`src/rtl/timer_dev.sv`:
```
// Memory-mapped countdown timer for the I/O bridge: CTRL/PRESET/COUNT registers,
// one-shot or auto-reload countdown, and a single maskable interrupt request.
module timer_dev #(
    parameter int DW = 32
) (
    input  logic          clk,
    input  logic          rst,
    input  logic [1:0]    Addr,
    input  logic          WE,
    input  logic [DW-1:0] DIN,
    output logic [DW-1:0] DOUT,
    output logic          IRQ
);

    typedef enum logic [1:0] {
        S_IDLE = 2'd0,
        S_LOAD = 2'd1,
        S_CNT  = 2'd2,
        S_INT  = 2'd3
    } state_t;

    state_t        state_q, state_d;
    logic [3:0]    ctrl_q, ctrl_d;
    logic [DW-1:0] preset_q, preset_d;
    logic [DW-1:0] count_q, count_d;
    logic          pending_q, pending_d;
    logic          irq_q, irq_d;

    logic wr_ctrl;
    logic wr_preset;
    logic en;
    logic auto_reload;

    assign wr_ctrl     = WE && (Addr == 2'd0);
    assign wr_preset   = WE && (Addr == 2'd1);
    assign en          = ctrl_q[0];
    assign auto_reload = (ctrl_q[2:1] == 2'b01);

    always_comb begin
        state_d   = state_q;
        ctrl_d    = ctrl_q;
        preset_d  = preset_q;
        count_d   = count_q;
        pending_d = pending_q;

        if (wr_preset) begin
            preset_d = DIN;
        end

        // Bus clear comes first so a same-edge hardware pending-set overrides it.
        if (wr_ctrl) begin
            pending_d = 1'b0;
        end

        unique case (state_q)
            S_IDLE: begin
                if (en) begin
                    state_d = S_LOAD;
                end
            end
            S_LOAD: begin
                if (!en) begin
                    state_d = S_IDLE;
                end else begin
                    count_d = preset_q;
                    state_d = S_CNT;
                end
            end
            S_CNT: begin
                if (!en) begin
                    state_d = S_IDLE;
                end else if (count_q > DW'(1)) begin
                    count_d = count_q - DW'(1);
                end else begin
                    count_d   = '0;
                    pending_d = 1'b1;
                    state_d   = S_INT;
                end
            end
            S_INT: begin
                if (auto_reload) begin
                    pending_d = 1'b0;
                    state_d   = S_LOAD;
                end else begin
                    ctrl_d[0] = 1'b0;
                    state_d   = S_IDLE;
                end
            end
            default: begin
                state_d = S_IDLE;
            end
        endcase

        // Bus write applied last so the CPU value beats the hardware En-clear.
        if (wr_ctrl) begin
            ctrl_d = DIN[3:0];
        end

        irq_d = pending_d & ctrl_d[3];
    end

    always_ff @(posedge clk or negedge rst) begin
        if (!rst) begin
            state_q   <= S_IDLE;
            ctrl_q    <= '0;
            preset_q  <= '0;
            count_q   <= '0;
            pending_q <= 1'b0;
            irq_q     <= 1'b0;
        end else begin
            state_q   <= state_d;
            ctrl_q    <= ctrl_d;
            preset_q  <= preset_d;
            count_q   <= count_d;
            pending_q <= pending_d;
            irq_q     <= irq_d;
        end
    end

    always_comb begin
        DOUT = '0;
        unique case (Addr)
            2'd0:    DOUT = {{(DW-4){1'b0}}, ctrl_q};
            2'd1:    DOUT = preset_q;
            2'd2:    DOUT = count_q;
            default: DOUT = '0;
        endcase
    end

    assign IRQ = irq_q;

endmodule

```
`config.mk`:
```
export PLATFORM = sky130hd
export DESIGN_NAME = timer_dev
export DESIGN_NICKNAME = d
export VERILOG_FILES = /design/src/rtl/timer_dev.sv
export SDC_FILE = /design/constraint.sdc
export NUM_CORES = 1
export LEC_CHECK = 0
export CORE_MARGIN = 3
export CORE_UTILIZATION = 30
export CTS_BUF_LIST = sky130_fd_sc_hd__clkbuf_16
export CTS_CLUSTER_SIZE = 24
export DETAILED_ROUTE_END_ITERATION = 12
export SETUP_SLACK_MARGIN = 0.4
export SYNTH_ARGS = -nofsm -noshare
export SYNTH_HDL_FRONTEND = slang
export SYNTH_SLANG_ARGS = --single-unit
```
`constraint.sdc`:
```
create_clock -name clk -period 3.1 [get_ports clk]
set_clock_uncertainty 0.2 [all_clocks]
set_input_delay 0.31 -clock clk [delete_from_list [all_inputs] [get_ports clk]]
set_output_delay 0.31 -clock clk [all_outputs]
set_load 0.01 [all_outputs]
```
==> out/qor.txt, run 1 <==
Most frequent cell after synthesis - dfrtp_1
Post-synthesis cell count - 407
Die area - 15,200 µm²
Initial antenna violation count - 0
Clock buffer depth - 2
Setup violators final - 0
Inst Count DP - 649
Drt via density - 5.45
Worst-Margin Slew - 0.920 ns
Peak VDD IR - 277 µV
Final worst-path cycle share - 84.3%
Critical Path Max Stage Delay - 0.59 ns
Dpl hpwl - 8190 µm
Pre-antenna DRT Iters - 4
H-Tree Depth - 3
First-pass GRT wire length - 19,000 µm
Static Leak - 2.12 nW
Synth Area in Compound Gates - 23.8%
Post-layout min period - 2.61 ns
Min-delay worst type - flip-flop to flip-flop
Crit start category - primary input
Max-cap violations - 0
Adder-cell share of the synthesized area - 0.605%
Worst R2R Setup Slack - 0.53 ns
Fmax - 0.383 GHz
Post-synth top area share - 43.5%
Number of routed nets with antenna violations - 0
Mapped Area - 4140 µm²
Synth area leader - dfrtp_1
Nets - 526
Pwr dens - 795 nW/µm²
DIE WIDTH - 123 µm
Largest net degree at the start of global routing - 51
Die Y - 123 µm
Xor/xnor cell area share of the yosys netlist - 0.212%
Grt ovf - 0
Ys async rst share - 100%
Simple-gate portion of the synthesized area - 16.1%
CTS buffer count - 9
Synth top cells by count - dfrtp_1 (72), a22o_1 (35), mux2_2 (35)
Root Driver - clkbuf_16
Final slew viol count - 0
Fillers - 1,345
Vias in the first global route - 3,658
RSZ-0062 raised after global routing - false
IO Count - 70
Synth Net Count - 446
Clock sink count - 72
Crit-path cells - clkdlybuf4s50_1 -> nor2b_2 -> buf_12 -> nand2_1 -> o21ai_0 -> clkdlybuf4s50_1
Largest family of logic cells by synthesized area - compound AO/OA/AOI/OAI gates
Via count - 3,642
Mean Syn Cell Area - 10.2 µm²
Starting Density - 31.0%
Final hold violations - 0
Layout cell share with drive strength beyond 1 - 18.9%
Std cell rows - 42
Yosys cell types - 55
Skew-Pair Late Insertion Delay - 0.34 ns
Setup TNS - 0 ns
Total GRT Usage - 15.9%
Crit-path max FO - 33
DRT iter0 DRCs - 224
Relative max-transition margin - 38.6%
Placer Congestion - 0.849
CP max stage cell - clkdlybuf4s50_1
DRC viols - 0
Worst Path Class, Setup - primary input to output pin
Sequential-to-total area share from yosys stat - 43.5%
CTS tree - built
YS warnings - 0
Number of buffers added on ports - 69
Final wirelength - 11,500 µm
Predominant post-synthesis flop cell - dfrtp_1
Wirelength per Cell - 17.3 µm
Clk slew on worst S/H paths - 0.05 ns
Mux share of post-synthesis cell area - 11.9%
Most frequent CP cell - clkdlybuf4s50_1
Layout Cells excl Fill - 668
Crit end category - output pin
Crit path DAT - 2.10 ns
Top cells by area, synth - dfrtp_1 (44%), mux2_2 (9.5%), a22o_1 (7.4%)
Post-synthesis to final-layout area growth - 30.9%
Run status - completed
WHS - 0.323 ns
Yosys reg bits - 72
Critical Path RT - 2.59 ns
N_diodes - 0
Number of synthesized flops with an enable pin - 0
Area of the core - 13,300 µm²
Overall power - 4.31 mW
repair_timing:
| action | in CTS | in global routing |
|---|---|---|
| pin swaps | 0 | 1 |
| endpoints found under the hold margin | 49 | 0 |
| gates cloned | 0 | 0 |
| hold buffers | 1 | 0 |
| setup buffers | 0 | 2 |
| endpoints found under the setup margin | 3 | 18 |
| resized for setup | 1 | 2 |
registers in the layout, indices dropped and copies added (netlist names):
name	count
count_q	32
preset_q	32
ctrl_q	4
state_q	2
IRQ	1
pending_q	1
logic make-up after synthesis:
group / count (synthesis)
compound gates: 132
xor+xnor: 1
fa+ha+maj: 2
buf+inv: 38
flops: 72
mux: 45
simple gates: 117
metal layers:
layer | global-route usage, % | vias to the layer above | part of all wire [%]
met4 | 5.67 | 0 | 1.5
met2 | 25.3 | 96 | 47
met1 | 21.2 | 1812 | 46
li1 | - | 1721 | -
met5 | 0 | - | 0
met3 | 3.48 | 13 | 5.1
cell usage in the layout (no fill, tap or decap), drive strengths merged, types with 7 or more instances in the layout:
cell type,instances
a21oi,22
a22o,35
buf,28
clkbuf,9
clkdlybuf4s50,67
dfrtp,72
inv,11
mux2,35
mux2i,10
nand2,24
nand3,8
nor2,23
nor2b,10
nor3,12
nor4,12
o21ai,19
o22ai,16
or3,7
through the flow:
step / worst slack (ns) / cell area [µm²] / utilization [%]
5_1_grt: 0.414 / 5420 / 40.6
3_5_place_dp: 0.400 / 5130 / 38.4
4_1_cts: 0.426 / 5390 / 40.4
2_1_floorplan: 0.708 / 4140 / -
3_3_place_gp: 0.434 / 5130 / 38.4
6_report: 0.487 / 5420 / 40.6
final timing paths:
kind / startpoint / end / cells after the start
setup / recovery: Addr[0] / DOUT[0] / 6
max in group asynchronous: rst / count_q[15] / 4
min in group asynchronous: rst / preset_q[8] / 3
setup reg to reg: count_q[29] / count_q[2] / 6
hold reg to reg: preset_q[20] / count_q[20] / 1
hold / removal: preset_q[20] / count_q[20] / 1
cell type report:
type	count	area [µm²]	share of cell area, %
flip-flops and latches	72	1800	33.3
multi-input cells	297	2190	40.5
clock buffers	9	225	4.16
repair buffers	97	910	16.8
inverters	10	37.5	0.693
clock inverters	7	30.0	0.554
well taps	176	220	4.06
power breakdown:
part | internal (mW) | switching, mW | total, mW | leakage (nW)
sequential | 1.24 | 0.470 | 1.71 | 0.859
clock | 0.525 | 0.386 | 0.911 | 0.133
combinational | 0.853 | 0.828 | 1.68 | 1.13
total | 2.62 | 1.68 | 4.31 | 2.12
critical path: cells and delay by family:
family | cells | cell delay (ns)
AOI/OAI and AO/OA | 1 | 0.11
and+or+nand+nor | 2 | 0.30
buffers and inverters | 3 | 1.38
(Power assumes the default switching activity.)
==> run 2: changes to the inputs <==
Clock period 3.1 ns to 2.6 ns, I/O delays scaled along.
==> out/qor.txt, run 2 (synthesized netlist as in run 1, its figures left out) <==
Run status - completed
Total GRT Usage - 17.9% (+2.0 points)
Met3 usage - 5.72% (+2.2 points)
CP max stage cell - or4_4
Area of the core - 13,300 µm² (unchanged)
Clock buffer depth - 2 (unchanged)
Via count - 3,916 (+7.5%)
Comb pwr share - 49.7% (+11 points)
DRC viols - 0 (unchanged)
CTS tree - built
Fillers - 1,224 (-9.0%)
Die area - 15,200 µm² (unchanged)
Min-delay worst type - primary input to async pin
Most frequent cells in the layout - dfrtp_1 (64), buf_4 (53), clkdlybuf4s50_1 (52)
Final slew viol count - 0 (unchanged)
Crit-path cells - or4_4 -> or4_4 -> nor4_4 -> mux2i_1 -> o21ai_2
Most frequent CP cell - or4_4
Critical Path Max Stage Delay - 0.50 ns (-0.09 ns)
Net Sw Frac - 39.3% (+0.18 points)
Starting Density - 31.0% (unchanged)
Met2 usage - 27.6% (+2.2 points)
Std cell rows - 42 (unchanged)
Net Switching - 2.38 mW (+41%)
Registers with the most flip-flops - count_q x32, preset_q x32, ctrl_q x4
Fmax - 0.427 GHz
Pre-antenna DRT Iters - 5 (+1)
Critical Path RT - 2.63 ns (+0.04 ns)
Grt ovf - 0 (unchanged)
Clock sink count - 72 (unchanged)
Delay-heaviest family, CP - simple AND/OR/NAND/NOR gates
Drt via density - 5.46 (+0.18%)
Worst Path Class, Setup - flip-flop to flip-flop
Initial antenna violation count - 0 (unchanged)
Clk slew on worst S/H paths - 0.06 ns (about the same)
Worst Path Buf+Inv - 0 (-3)
IO Count - 70 (unchanged)
Placer Congestion - 0.895 (+5.4%)
Seq. cell area - 1810 µm² (+0.56%)
Crit end category - flip-flop
Reg2Reg Depth - 5 (-1)
DIE WIDTH - 123 µm (unchanged)
Crit path DAT - 2.37 ns (+0.27 ns)
Vias in the first global route - 3,911 (+6.9%)
Clock share of power - 17.9% (-3.3 points)
N_diodes - 0 (unchanged)
Max-cap violations - 0 (unchanged)
GR peak layer - met2
Wirelength per Cell - 18.8 µm (+8.9%)
Internal power - 3.68 mW (+40%)
Static Leak - 2.74 nW (+29%)
RSZ-0062 raised after global routing - true
Number of routed nets with antenna violations - 0 (unchanged)
Overall power - 6.06 mW (+41%)
Skew-Pair Late Insertion Delay - 0.35 ns (about the same)
Die Y - 123 µm (unchanged)
Stages on the worst setup path - 5 (-1)
DRT iter0 DRCs - 316 (+41%)
Worst-Margin Slew - 0.991 ns (+0.0710 ns)
Relative max-transition margin - 33.9% (-4.7 points)
Final hold violations - 0 (unchanged)
Final worst-path cycle share - 90.1%
Crit-path max FO - 3 (-91%)
Peak VDD IR - 422 µV (+52%)
Setup violators final - 0 (unchanged)
Post-layout min period - 2.34 ns
Dpl hpwl - 8570 µm (+4.6%)
First-pass GRT wire length - 21,000 µm (+11%)
Nets - 577 (+9.7%)
H-Tree Depth - 3 (unchanged)
Root Driver - clkbuf_16
Setup TNS - 0 ns (unchanged)
Final wirelength - 13,500 µm (+17%)
Post-synthesis to final-layout area growth - 54.3%
Layout cell share with drive strength beyond 1 - 36.4% (+18 points)
Commonest non-fill, non-tap cell in the layout - dfrtp_1
Pwr dens - 950 nW/µm² (+20%)
Number of buffers added on ports - 69 (unchanged)
Largest net degree at the start of global routing - 33 (-35%)
M1 GR Usage - 23.6% (+2.4 points)
Flop pwr share - 32.4% (-7.4 points)
CTS buffer count - 9 (unchanged)
Crit start category - flip-flop
Multi-input gate area - 2550 µm² (+16%)
==> run 2: worst paths after layout <==
kind / startpoint / end / slack (ns)
setup / recovery: count_q[25] / count_q[31] / 0.26
hold / removal: rst / preset_q[8] / 0.27
setup reg to reg: count_q[25] / count_q[31] / 0.26
hold reg to reg: preset_q[20] / count_q[20] / 0.33
max in group asynchronous: rst / count_q[4] / 1.19
min in group clk: Addr[1] / ctrl_q[3] / 0.31
==> run 2: stage by stage <==
step | cell area, µm² | setup WS (ns) | cells | utilization (%) | hold slack (ns)
CTS | 5990 | 0.270 | 706 | 44.9 | 0.290
finish | 6380 | 0.257 | 717 | 47.8 | 0.266
global placement | 5370 | 0.175 | 667 | 40.2 | 0.0847
floorplan | 4190 | 0.298 | 407 | - | -0.236
global route | 6380 | 0.176 | 717 | 47.8 | 0.325
detailed placement | 5370 | 0.175 | 667 | 40.2 | 0.106
==> run 2: what timing repair did <==
item | CTS | global route
hold endpoints to repair | 21 | 0
hold buffers | 1 | 0
cloned | 4 | 0
endpoints found under the setup margin | 58 | 46
setup buffers | 20 | 11
gates resized for setup | 36 | 71
pin swaps | 9 | 26
==> run 2: power groups by stage <==
stage,sequential [mW],combinational [mW],clock (mW)
floorplan,1.85,1.47,0
global placement,1.93,2.34,0
detailed placement,1.94,2.37,0
CTS,1.95,2.68,1.11
global route,2.02,3.25,1.17
finish,1.97,3.01,1.08
==> run 2: worst reg2reg max path: stages (launching register included) <==
cell,delay [ns]
dfrtp_2,0.44
or4_4,0.50
or4_4,0.49
nor4_4,0.29
mux2i_1,0.25
o21ai_2,0.06
==> run 2: cell type report <==
class,count,share of cell area [%]
well taps,176,3.45
multi-input cells,298,40.0
repair buffers,147,23.7
clock inverters,5,0.314
flip-flops and latches,72,28.4
clock buffers,9,3.53
inverters,10,0.627
==> run 2: layer usage <==
metal	vias to the layer above	share of wire, %
met4	0	1.4
met1	1935	44
li1	1834	-
met3	19	6.3
met5	-	0
met2	128	48
==> run 3: changes to the inputs <==
Settings changed: GPL_ROUTABILITY_DRIVEN from default to 0.
==> results of run 3 <==
The final DEF is identical to that of run 2; final timing and power are the same.
==> edit (settings of run 3) <==
Encoding of `state_t`: now one-hot (4 bits for 4 states).
--- a/src/rtl/timer_dev.sv
+++ b/src/rtl/timer_dev.sv
@@ -12,11 +12,11 @@
     output logic          IRQ
 );
 
-    typedef enum logic [1:0] {
-        S_IDLE = 2'd0,
-        S_LOAD = 2'd1,
-        S_CNT  = 2'd2,
-        S_INT  = 2'd3
+    typedef enum logic [3:0] {
+        S_IDLE = 4'b0001,
+        S_LOAD = 4'b0010,
+        S_CNT  = 4'b0100,
+        S_INT  = 4'b1000
     } state_t;
 
     state_t        state_q, state_d;
Behaviour: no difference found for any inputs over 4 cycles, from zero or initial values and one cycle with rst low; so few cycles prove little.
==> edit against run 3 <==
Power down 9.4%. Clock power up 10%. Worst setup slack better by 2.9 ps. Critical path depth up 1. Die area up 2.5%. Synthesized area up 2.6%. First-iteration DRC count up 11%. Routed wire length down 0.54%. Sequential cell count up 2. Design area down 4.2%. Critical path type unchanged. Largest power group unchanged. Highest routed layer unchanged.
==> edit: results <==
[grt]
grt_max_degree = 46
grt_pass1_vias = 3945
use_met3_pct = 4.009
met1_usage_pct = 22.96
antenna_found_initial = 0
grt_use_met2_pct = 25.21
grt.total_usage_pct = 16.35

[worst_setup_path]
path_max_fanout = 5
crit_path_max_incr_delay_ps = 590
reg2reg_to = count_q[28]
worstRegToRegCells = 6
end_kind = flip-flop
startpoint = count_q[28]

[synthesis]
synth-compound-area-share_pct = 21.89
yosys.area_share.adder_pct = 0.5893
synthXorXnorAreaFrac_pct = 0.2062
synth_cell_types = 64
synth.area.top_cells = dfrtp_1 43%, mux2_2 9.0%, a22o_1 5.6%
syn_inst = 427
yosys-mux-area-fraction_pct = 9.959
seq_area_frac_synth_pct = 43.64
yosys-top-cells-count = 73 x dfrtp_1, 37 x nand2_1, 34 x mux2_2
syn-num-nets = 466

[placed_design]
dp_hpwl_um = 9131
dpl-instance-area_um2 = 5375
preCtsSetupSlack_ps = 140.6
placed_cells = 678

[pwr]
p_leak_nw = 2.468
pwr_density_cell_nw_per_um2 = 897.9
ir_drop_uv = 477.1
intPower_mw = 3.434
comb_power_share_pct = 42.0
p_seq_share_pct = 36.4

[routing]
vias = 4053
wl_met3_um = 837
initialDrtViolationCount = 352
drtPass1Iterations = 5
wl_met1_um = 6201
dr_wl_met2_um = 6120
routedWlPerCell_um = 18.64

[clock_network]
cts_buffers = 9

[hold_path]
whs_endpoint = ctrl_q[0]
min_from = DIN[0]
hold_path.class = in2reg

[final_layout]
drive_above_1_share_pct = 30.20
stdcell_count = 719
reg.largest.list = count_q x32, preset_q x32

[sta]
post-route-min-period_ps = 2340
holdWs_ps = 307.2
worstMarginPinSlew_ps = 765.8

[outcome]
status = complete, no violations
[edit: changes by cell type after synthesis, sizes merged, moves of 6 or more]
cell | run 3 | this run
nor2b | 10 | 3
o22ai | 16 | 1
a22oi | 6 | 15
nand3 | 8 | 25
nor2 | 23 | 16
a21oi | 22 | 15
or4 | 4 | 10
o211ai | 3 | 9
nand4 | 4 | 10
a22o | 35 | 29
mux2i | 10 | 4
nand2 | 24 | 37
[edit: repair_timing]
item                                    in CTS  in global routing
pin swaps                                   12                 19
setup buffers                               10                 13
gates cloned                                 1                  0
hold buffers                                 1                  0
gates resized for setup                     32                 41
hold endpoints to repair                    28                  0
endpoints found under the setup margin      67                 51
[edit: layout make-up]
| cell class | instances | area, µm² |
|---|---|---|
| multi-input cells | 311 | 2441 |
| well taps | 176 | 220.2 |
| clock inverters | 7 | 53.80 |
| flip-flops and latches | 74 | 1856 |
| clock buffers | 9 | 225.2 |
| fillers | 1318 | 7440 |
| inverters | 8 | 30.03 |
| repair buffers | 134 | 1292 |
